File: src/rtl/data_pointer_unit.sv
// data_pointer_unit: tape pointer for the brainfuck core (MOVE / HOME commands, wrap or clamp).
// Define DPU_SCAN_EN to include the hardware [>]/[<] zero-cell scan.
module data_pointer_unit #(
    parameter int ADDR_W    = 10,
    parameter int MEM_DEPTH = 1024,
    parameter int STEP_W    = 8,
    parameter int CELL_W    = 8,
    parameter int SATURATE  = 0
) (
    input  logic              clk,
    input  logic              rst_n,
    input  logic              cmd_valid,
    output logic              cmd_ready,
    input  logic [1:0]        cmd_op,
    input  logic [STEP_W-1:0] cmd_off,
    input  logic              scan_abort,
    input  logic              err_clr,
    output logic [ADDR_W-1:0] ptr,
    output logic              busy,
    output logic              done,
    output logic              err_bound,
    output logic              err_op,
    output logic              mem_rd_en,
    output logic [ADDR_W-1:0] mem_rd_addr,
    input  logic [CELL_W-1:0] mem_rd_data
);

    localparam int SW = ADDR_W + 2;
    localparam logic signed [SW-1:0] DEPTH_S  = SW'(MEM_DEPTH);
    localparam logic signed [SW-1:0] DEPTH_M1 = SW'(MEM_DEPTH - 1);

    typedef enum logic [1:0] {
        OP_MOVE = 2'b00,
        OP_SCAN = 2'b01,
        OP_HOME = 2'b10,
        OP_RSVD = 2'b11
    } op_t;

    // One correction step suffices for wrap because |step| never exceeds MEM_DEPTH.
    function automatic logic [ADDR_W-1:0] bound_fn(
        input  logic [ADDR_W-1:0] base,
        input  logic [STEP_W-1:0] step_in,
        output logic              clamp_out
    );
        logic signed [SW-1:0] sum;
        logic signed [SW-1:0] res;
        sum = $signed({2'b00, base}) + $signed({{(SW-STEP_W){step_in[STEP_W-1]}}, step_in});
        clamp_out = 1'b0;
        res = sum;
        if (SATURATE != 0) begin
            if (sum[SW-1]) begin
                res = '0;
                clamp_out = 1'b1;
            end else if (sum > DEPTH_M1) begin
                res = DEPTH_M1;
                clamp_out = 1'b1;
            end
        end else begin
            if (sum[SW-1])
                res = sum + DEPTH_S;
            else if (sum > DEPTH_M1)
                res = sum - DEPTH_S;
        end
        return ADDR_W'(res);
    endfunction

    logic [ADDR_W-1:0] ptr_q, ptr_d, nxt_ptr;
    logic [STEP_W-1:0] step;
    logic              clamp;
    logic              done_q, done_d;
    logic              set_bound, set_op;
    logic              err_bound_q, err_op_q;
    op_t               op;

`ifdef DPU_SCAN_EN
    typedef enum logic [1:0] {
        IDLE,
        S_RD,
        S_CHK
    } state_t;

    state_t            state_q, state_d;
    logic [STEP_W-1:0] off_q, off_d;

    assign cmd_ready = (state_q == IDLE);
    assign busy      = (state_q != IDLE);
    assign mem_rd_en = (state_q == S_RD);
`else
    logic unused_scan;

    assign cmd_ready   = 1'b1;
    assign busy        = 1'b0;
    assign mem_rd_en   = 1'b0;
    assign unused_scan = ^{scan_abort, mem_rd_data};
`endif

    assign op          = op_t'(cmd_op);
    assign ptr         = ptr_q;
    assign mem_rd_addr = ptr_q;
    assign done        = done_q;
    assign err_bound   = err_bound_q;
    assign err_op      = err_op_q;

    always_comb begin
        ptr_d     = ptr_q;
        done_d    = 1'b0;
        set_bound = 1'b0;
        set_op    = 1'b0;
`ifdef DPU_SCAN_EN
        state_d   = state_q;
        off_d     = off_q;
        step      = (state_q == IDLE) ? cmd_off : off_q;
`else
        step      = cmd_off;
`endif
        nxt_ptr = bound_fn(ptr_q, step, clamp);

        if (cmd_valid && cmd_ready) begin
            case (op)
                OP_MOVE: begin
                    ptr_d     = nxt_ptr;
                    set_bound = clamp;
                    done_d    = 1'b1;
                end
                OP_HOME: begin
                    ptr_d  = '0;
                    done_d = 1'b1;
                end
`ifdef DPU_SCAN_EN
                OP_SCAN: begin
                    off_d   = cmd_off;
                    state_d = S_RD;
                end
`endif
                default: begin
                    set_op = 1'b1;
                    done_d = 1'b1;
                end
            endcase
        end

`ifdef DPU_SCAN_EN
        case (state_q)
            S_RD: begin
                state_d = S_CHK;
                if (scan_abort) begin
                    state_d = IDLE;
                    done_d  = 1'b1;
                end
            end
            S_CHK: begin
                // Abort takes priority over the pending step, so ptr holds.
                if (scan_abort || (mem_rd_data == '0) || (off_q == '0)) begin
                    state_d = IDLE;
                    done_d  = 1'b1;
                end else begin
                    ptr_d = nxt_ptr;
                    if (clamp) begin
                        set_bound = 1'b1;
                        state_d   = IDLE;
                        done_d    = 1'b1;
                    end else begin
                        state_d = S_RD;
                    end
                end
            end
            default: ;
        endcase
`endif
    end

    always_ff @(posedge clk or negedge rst_n) begin
        if (!rst_n) begin
            ptr_q       <= '0;
            done_q      <= 1'b0;
            err_bound_q <= 1'b0;
            err_op_q    <= 1'b0;
`ifdef DPU_SCAN_EN
            state_q     <= IDLE;
            off_q       <= '0;
`endif
        end else begin
            ptr_q       <= ptr_d;
            done_q      <= done_d;
            err_bound_q <= set_bound | (err_bound_q & ~err_clr);
            err_op_q    <= set_op | (err_op_q & ~err_clr);
`ifdef DPU_SCAN_EN
            state_q     <= state_d;
            off_q       <= off_d;
`endif
        end
    end

endmodule

File: config.mk
export PLATFORM = sky130hd
export DESIGN_NAME = data_pointer_unit
export DESIGN_NICKNAME = d
export VERILOG_FILES = /design/src/rtl/data_pointer_unit.sv
export SDC_FILE = /design/constraint.sdc
export NUM_CORES = 1
export LEC_CHECK = 0
export BUFFER_PORTS_ARGS = -buffer_cell sky130_fd_sc_hd__buf_2
export CORE_UTILIZATION = 43
export CTS_BUF_LIST = sky130_fd_sc_hd__clkbuf_2 sky130_fd_sc_hd__clkbuf_4 sky130_fd_sc_hd__clkbuf_8
export CTS_CLUSTER_SIZE = 28
export DETAILED_ROUTE_END_ITERATION = 16
export HOLD_SLACK_MARGIN = 0.06
export PLACE_DENSITY = 0.78
export SYNTH_ARGS = -nofsm -noshare
export SYNTH_HDL_FRONTEND = slang
export SYNTH_SLANG_ARGS = --single-unit
export TNS_END_PERCENT = 50
File: constraint.sdc
create_clock -name clk -period 1.8 [get_ports clk]
set_input_delay 0.09 -clock clk [delete_from_list [all_inputs] [get_ports clk]]
set_output_delay 0.09 -clock clk [all_outputs]
set_load 0.03 [all_outputs]
# ---- After elaboration in Yosys (flattened, before gate mapping)
# Cells that the tools add are included.
# Widths: inputs -> output; s select.
dict set report classes {
  bitwise_logic 4
  mux 6
  reduce_logical 4
  n_lt_le_gt_ge 1
  n_eq_ne 1
  add_sub_neg 3
}
# cell count
set ops {}
lappend ops {{$mux 10} 2}
lappend ops {{$pmux 10 s2} 1}
lappend ops {{$add 11x8->12} 1}
lappend ops {{$gt 12x11->1 const B} 1}
lappend ops {{$add 10x1->10 const B} 1}
lappend ops {{$sub 10x1->10 const B} 1}
lappend ops {{$mux 1} 3}
lappend ops {{$and 1x1->1} 2}
lappend ops {{$eq 2x2->1 const B} 1}
lappend ops {{$logic_not 2->1} 1}
lappend ops {{$reduce_and 2->1} 1}
lappend ops {{$reduce_bool 2->1} 1}
lappend ops {{$reduce_or 2->1} 1}
lappend ops {{$not 1->1} 1}
lappend ops {{$or 1x1->1} 1}
dict set report totals {
  input_bits 23
  regBits 13
  out_inout_bits 26
}

# ---- Logic depth before layout (Yosys ltp)
dict set report logic_depth {
  ltp_word 5
  mapped_depth 8
  depth_no_buf 8
}

# ---- Worst setup path after synthesis
# OpenSTA, ideal clock, no wires.
dict set report synth_timing {
  path_type {flip-flop to flip-flop}
  from {register ptr_q[0] (netlist: mem_rd_addr[0])}
  to {register ptr_q[6] (netlist: mem_rd_addr[6])}
  synth_period_minus_slack_ns 2.022
  path_stages_with_launch 9
  t_arrival_ns 1.919
  required_time_ns 1.696
  n_path_buf 0
  setup_slack_ns -0.222
  setup_time_ns 0.104
  path_cell_list {dfrtp_1 -> ha_1 -> inv_1 -> fa_1 -> nor2b_4 -> o31a_1 -> o21a_1 -> nor3_1 -> o41ai_2}
}
dict set report synth_between {
  elab_chain_cells 5
}
# item line
set synth_lines {}
lappend synth_lines {{start: declaration} 67} ;# logic [ADDR_W-1:0] ptr_q, ptr_d, nxt_ptr;
lappend synth_lines {{start signal: assignment} 183} ;# ptr_q <= ptr_d;
lappend synth_lines {{$add 11x8->12 *} 47} ;# sum = $signed({2'b00, base}) + $signed({{(SW-STEP_W){step_in[STEP_W-1]}}, step_in});
lappend synth_lines {{$sub 10x1->10 / $gt 12x11->1 (equally long branches)} {62, 61}}
lappend synth_lines {{$mux 10} 61} ;# else if (sum > DEPTH_M1)
lappend synth_lines {{$mux 10 *} 59} ;# if (sum[SW-1])
lappend synth_lines {{$pmux 10 s2 *} 119} ;# case (op)
# Mark *: on every way between the ends. The rest lies on a longest branch, timed or not.
# A chain may end at the register's enable or synchronous reset.

# ---- Final worst setup path
# Ends and elaborated chain as after synthesis.

==> results.tsv <==
metric	value	unit
initial antenna violation count	0	
Initial Util	0.457	
CP required	1990	ps
switch share	0.473	
register area share after synthesis	0.319	
Final #Nets	181	
share of layout cells above drive strength 1	0.435	
clock tree root driver cell	clkbuf_4	
WP data arrival	2060	ps
largest net degree at the start of global routing	19	
full die area	2570	sq um
RSZ-0062 raised after global routing	yes	
Synth Area per Inst	9.45	sq um
Worst R2R End	mem_rd_addr[6]	
cell taking the most area after synthesis	dfrtp_1	
synth warn	0	
failing checks	negative setup slack	
worst r2r src	mem_rd_addr[0]	
first-pass GRT wire length	3.97	mm
Vias	947	
grt ovf	0	
Final Cell Area	1310	sq um
Tmin final	1880	ps
Post-CTS Setup Repair Bufs	0	
Slew Limit Fails	0	
vias in the first global route	911	
clock-pin slew on the worst setup and hold paths	90	ps
Tot Pwr	1.58	mW
Crit Path Class	reg -> reg	
synth unique cells	38	
# rows	17	
maxcap violations	0	
Pleak	0.689	nW
Synth Register Bits	13	
Multi-input gate area	601	sq um
Comb power frac	0.604	
core area	2230	sq um
cell count after synthesis	108	
cells taking the most area after synthesis	dfrtp_1 32%, ha_1 11%, buf_4 9.6%	
slack of the critical path	-75.3	ps
CTS H-tree lvls	1	
Worst Hold Path EP	mem_rd_addr[6]	
prevailing post-synth register cell	dfrtp_1	
outcome	finished, violations left	
dpl cell area	1230	sq um
Ports	49	
sw power	749	uW
Clock Skews	2.42	ps
area delta synth->final	27.8	%
initial DRC count	18	
Worst setup EP type	flop	
Top Usage Layer GRT	met2	
fin util	0.584	
Period Utilization, post-route	1.04	
post-synth top area share	0.319	
endpoints failing setup	4	
Worst Reg-to-Reg Cells	8	
worst-skew pair later-pin latency	290	ps
vias per cell	5.41	
hold path depth	2	
grt met2 use	0.362	
Mapped Area	1020	sq um
Min Hold Slack	139	ps
CTS tree	built	
Clock Path Buffers	2	
Flop pwr share	0.264	
Tot GR Track Use	0.211	
fmax	533	MHz
worst vdd ir	0.677	mV
HP Class	in -> reg	
Int Pwr	833	uW
die width	50.7	microns
input/output buffers	36	
Die Ht	50.7	microns
Async SR Flop Fraction	1.00	
GP Congestion	0.860	
Final Hold Fails	0	
Final ANT Viol Nets	0	
first drt pass iteration count	4	
met3 Resource Use GR	0.0515	
filler instances	216	
DRC	0	
area occupied by registers	329	sq um
met1 usage	0.246	
Sink Count	13	
ant diodes	0	
critical hold path startpoint	cmd_op[1]	
hpwl dp	1.83	mm
CP Launch Type	flop	
DR WL/cell	13.9	microns
number of enable flip-flop cells after synthesis	0	
Clk pwr share	0.132	
WL final	2.43	mm
Reg2Reg Setup Slack	-80	ps
Worst Path Max Fanout	3	
TritonCTS buffer count	3	
power density cells	1210	nW/um^2
-- placed cells by master, fill, tap and decap left out, drive strengths merged, types with 5 or more instances in the layout --
cell type,Yosys,layout
nand2,9,9
dfrtp,13,13
o21a,5,5
o21ai,5,5
buf,15,46
ha,9,9
a21oi,7,7
-- registers in the layout, summed over array words and instances, names as in the netlist --
signal	cells
done	1
err_op	1
err_bound	1
mem_rd_addr	10
-- power by group through the flow --
stage,registers [mW],logic [mW],clock network (mW)
floorplan,0.554,0.600,0
global placement,0.418,0.912,0
detailed placement,0.423,0.937,0
CTS,0.417,0.957,0.213
global route,0.428,1.03,0.229
finish,0.417,0.956,0.209
-- Yosys cell counts, types with 2 or more instances --
master    count
ha_1          9
inv_1         4
nand2_1       9
a21o_1        4
a22o_1        3
nor2_1        4
buf_4        13
o41ai_2       2
dfrtp_1      13
o21ai_0       4
conb_1        2
or4b_1        2
o21a_1        5
xnor2_1       2
nor3_1        2
o41ai_1       2
nand2b_1      2
a21oi_1       6
-- worst max-delay path, stage by stage (launching register included) --
cell     delay [ps]
dfrtp_2         430
ha_4            170
inv_2            50
fa_2            220
nor2b_4          50
o31a_1          270
o21a_1          200
o21a_1          190
o41ai_2         200
-- cells by family after synthesis --
logic type | share of synthesized area
flip-flops | 0.319
AO/OA/AOI/OAI | 0.243
adder cells (fa/ha/maj) | 0.130
buffers and inverters | 0.123
other | 0.00736
XOR/XNOR | 0.0257
multiplexers | 0.00980
AND/OR/NAND/NOR | 0.143
-- metrics by stage --
| stage | worst slack (ps) | instances | TNS [ps] |
|---|---|---|---|
| global placement | -21.9 | 167 | -39.5 |
| finish | -75.3 | 175 | -149 |
| global route | -146 | 175 | -641 |
| floorplan | -56.8 | 109 | -180 |
| detailed placement | -88.3 | 167 | -171 |
| CTS | -93.2 | 175 | -194 |
-- worst max-delay path by stage --
stage                   start             end  slack [ps]  cells past startpoint
3_5_place_dp   mem_rd_addr[0]  mem_rd_addr[6]         -90                      8
5_1_grt        mem_rd_addr[0]  mem_rd_addr[6]        -150                      8
6_report       mem_rd_addr[0]  mem_rd_addr[6]         -80                      8
4_1_cts        mem_rd_addr[0]  mem_rd_addr[6]         -90                      8
3_3_place_gp   mem_rd_addr[0]  mem_rd_addr[8]         -20                      8
2_1_floorplan  mem_rd_addr[0]  mem_rd_addr[6]         -60                      8
-- timing repair --
item / CTS / global route
endpoints found under the setup margin: 4 / 5
gates resized for setup: 2 / 1
hold buffers: 4 / 0
hold endpoints to repair: 16 / 0
pin swaps: 1 / 0
-- routing by layer --
metal / wire length (microns) / share of wire
met4: 29 / 0.012
met2: 1240 / 0.51
met3: 120 / 0.049
met1: 1030 / 0.43
met5: 0 / 0
-- final cells by class --
| type | count | area share |
|---|---|---|
| Multi-Input combinational cell | 76 | 0.460 |
| Timing Repair Buffer | 50 | 0.226 |
| Sequential cell | 13 | 0.252 |
| Inverter | 4 | 0.0115 |
| Clock buffer | 4 | 0.0230 |
| Tap cell | 28 | 0.0268 |
No activity file was read; power rests on OpenSTA's default activity.
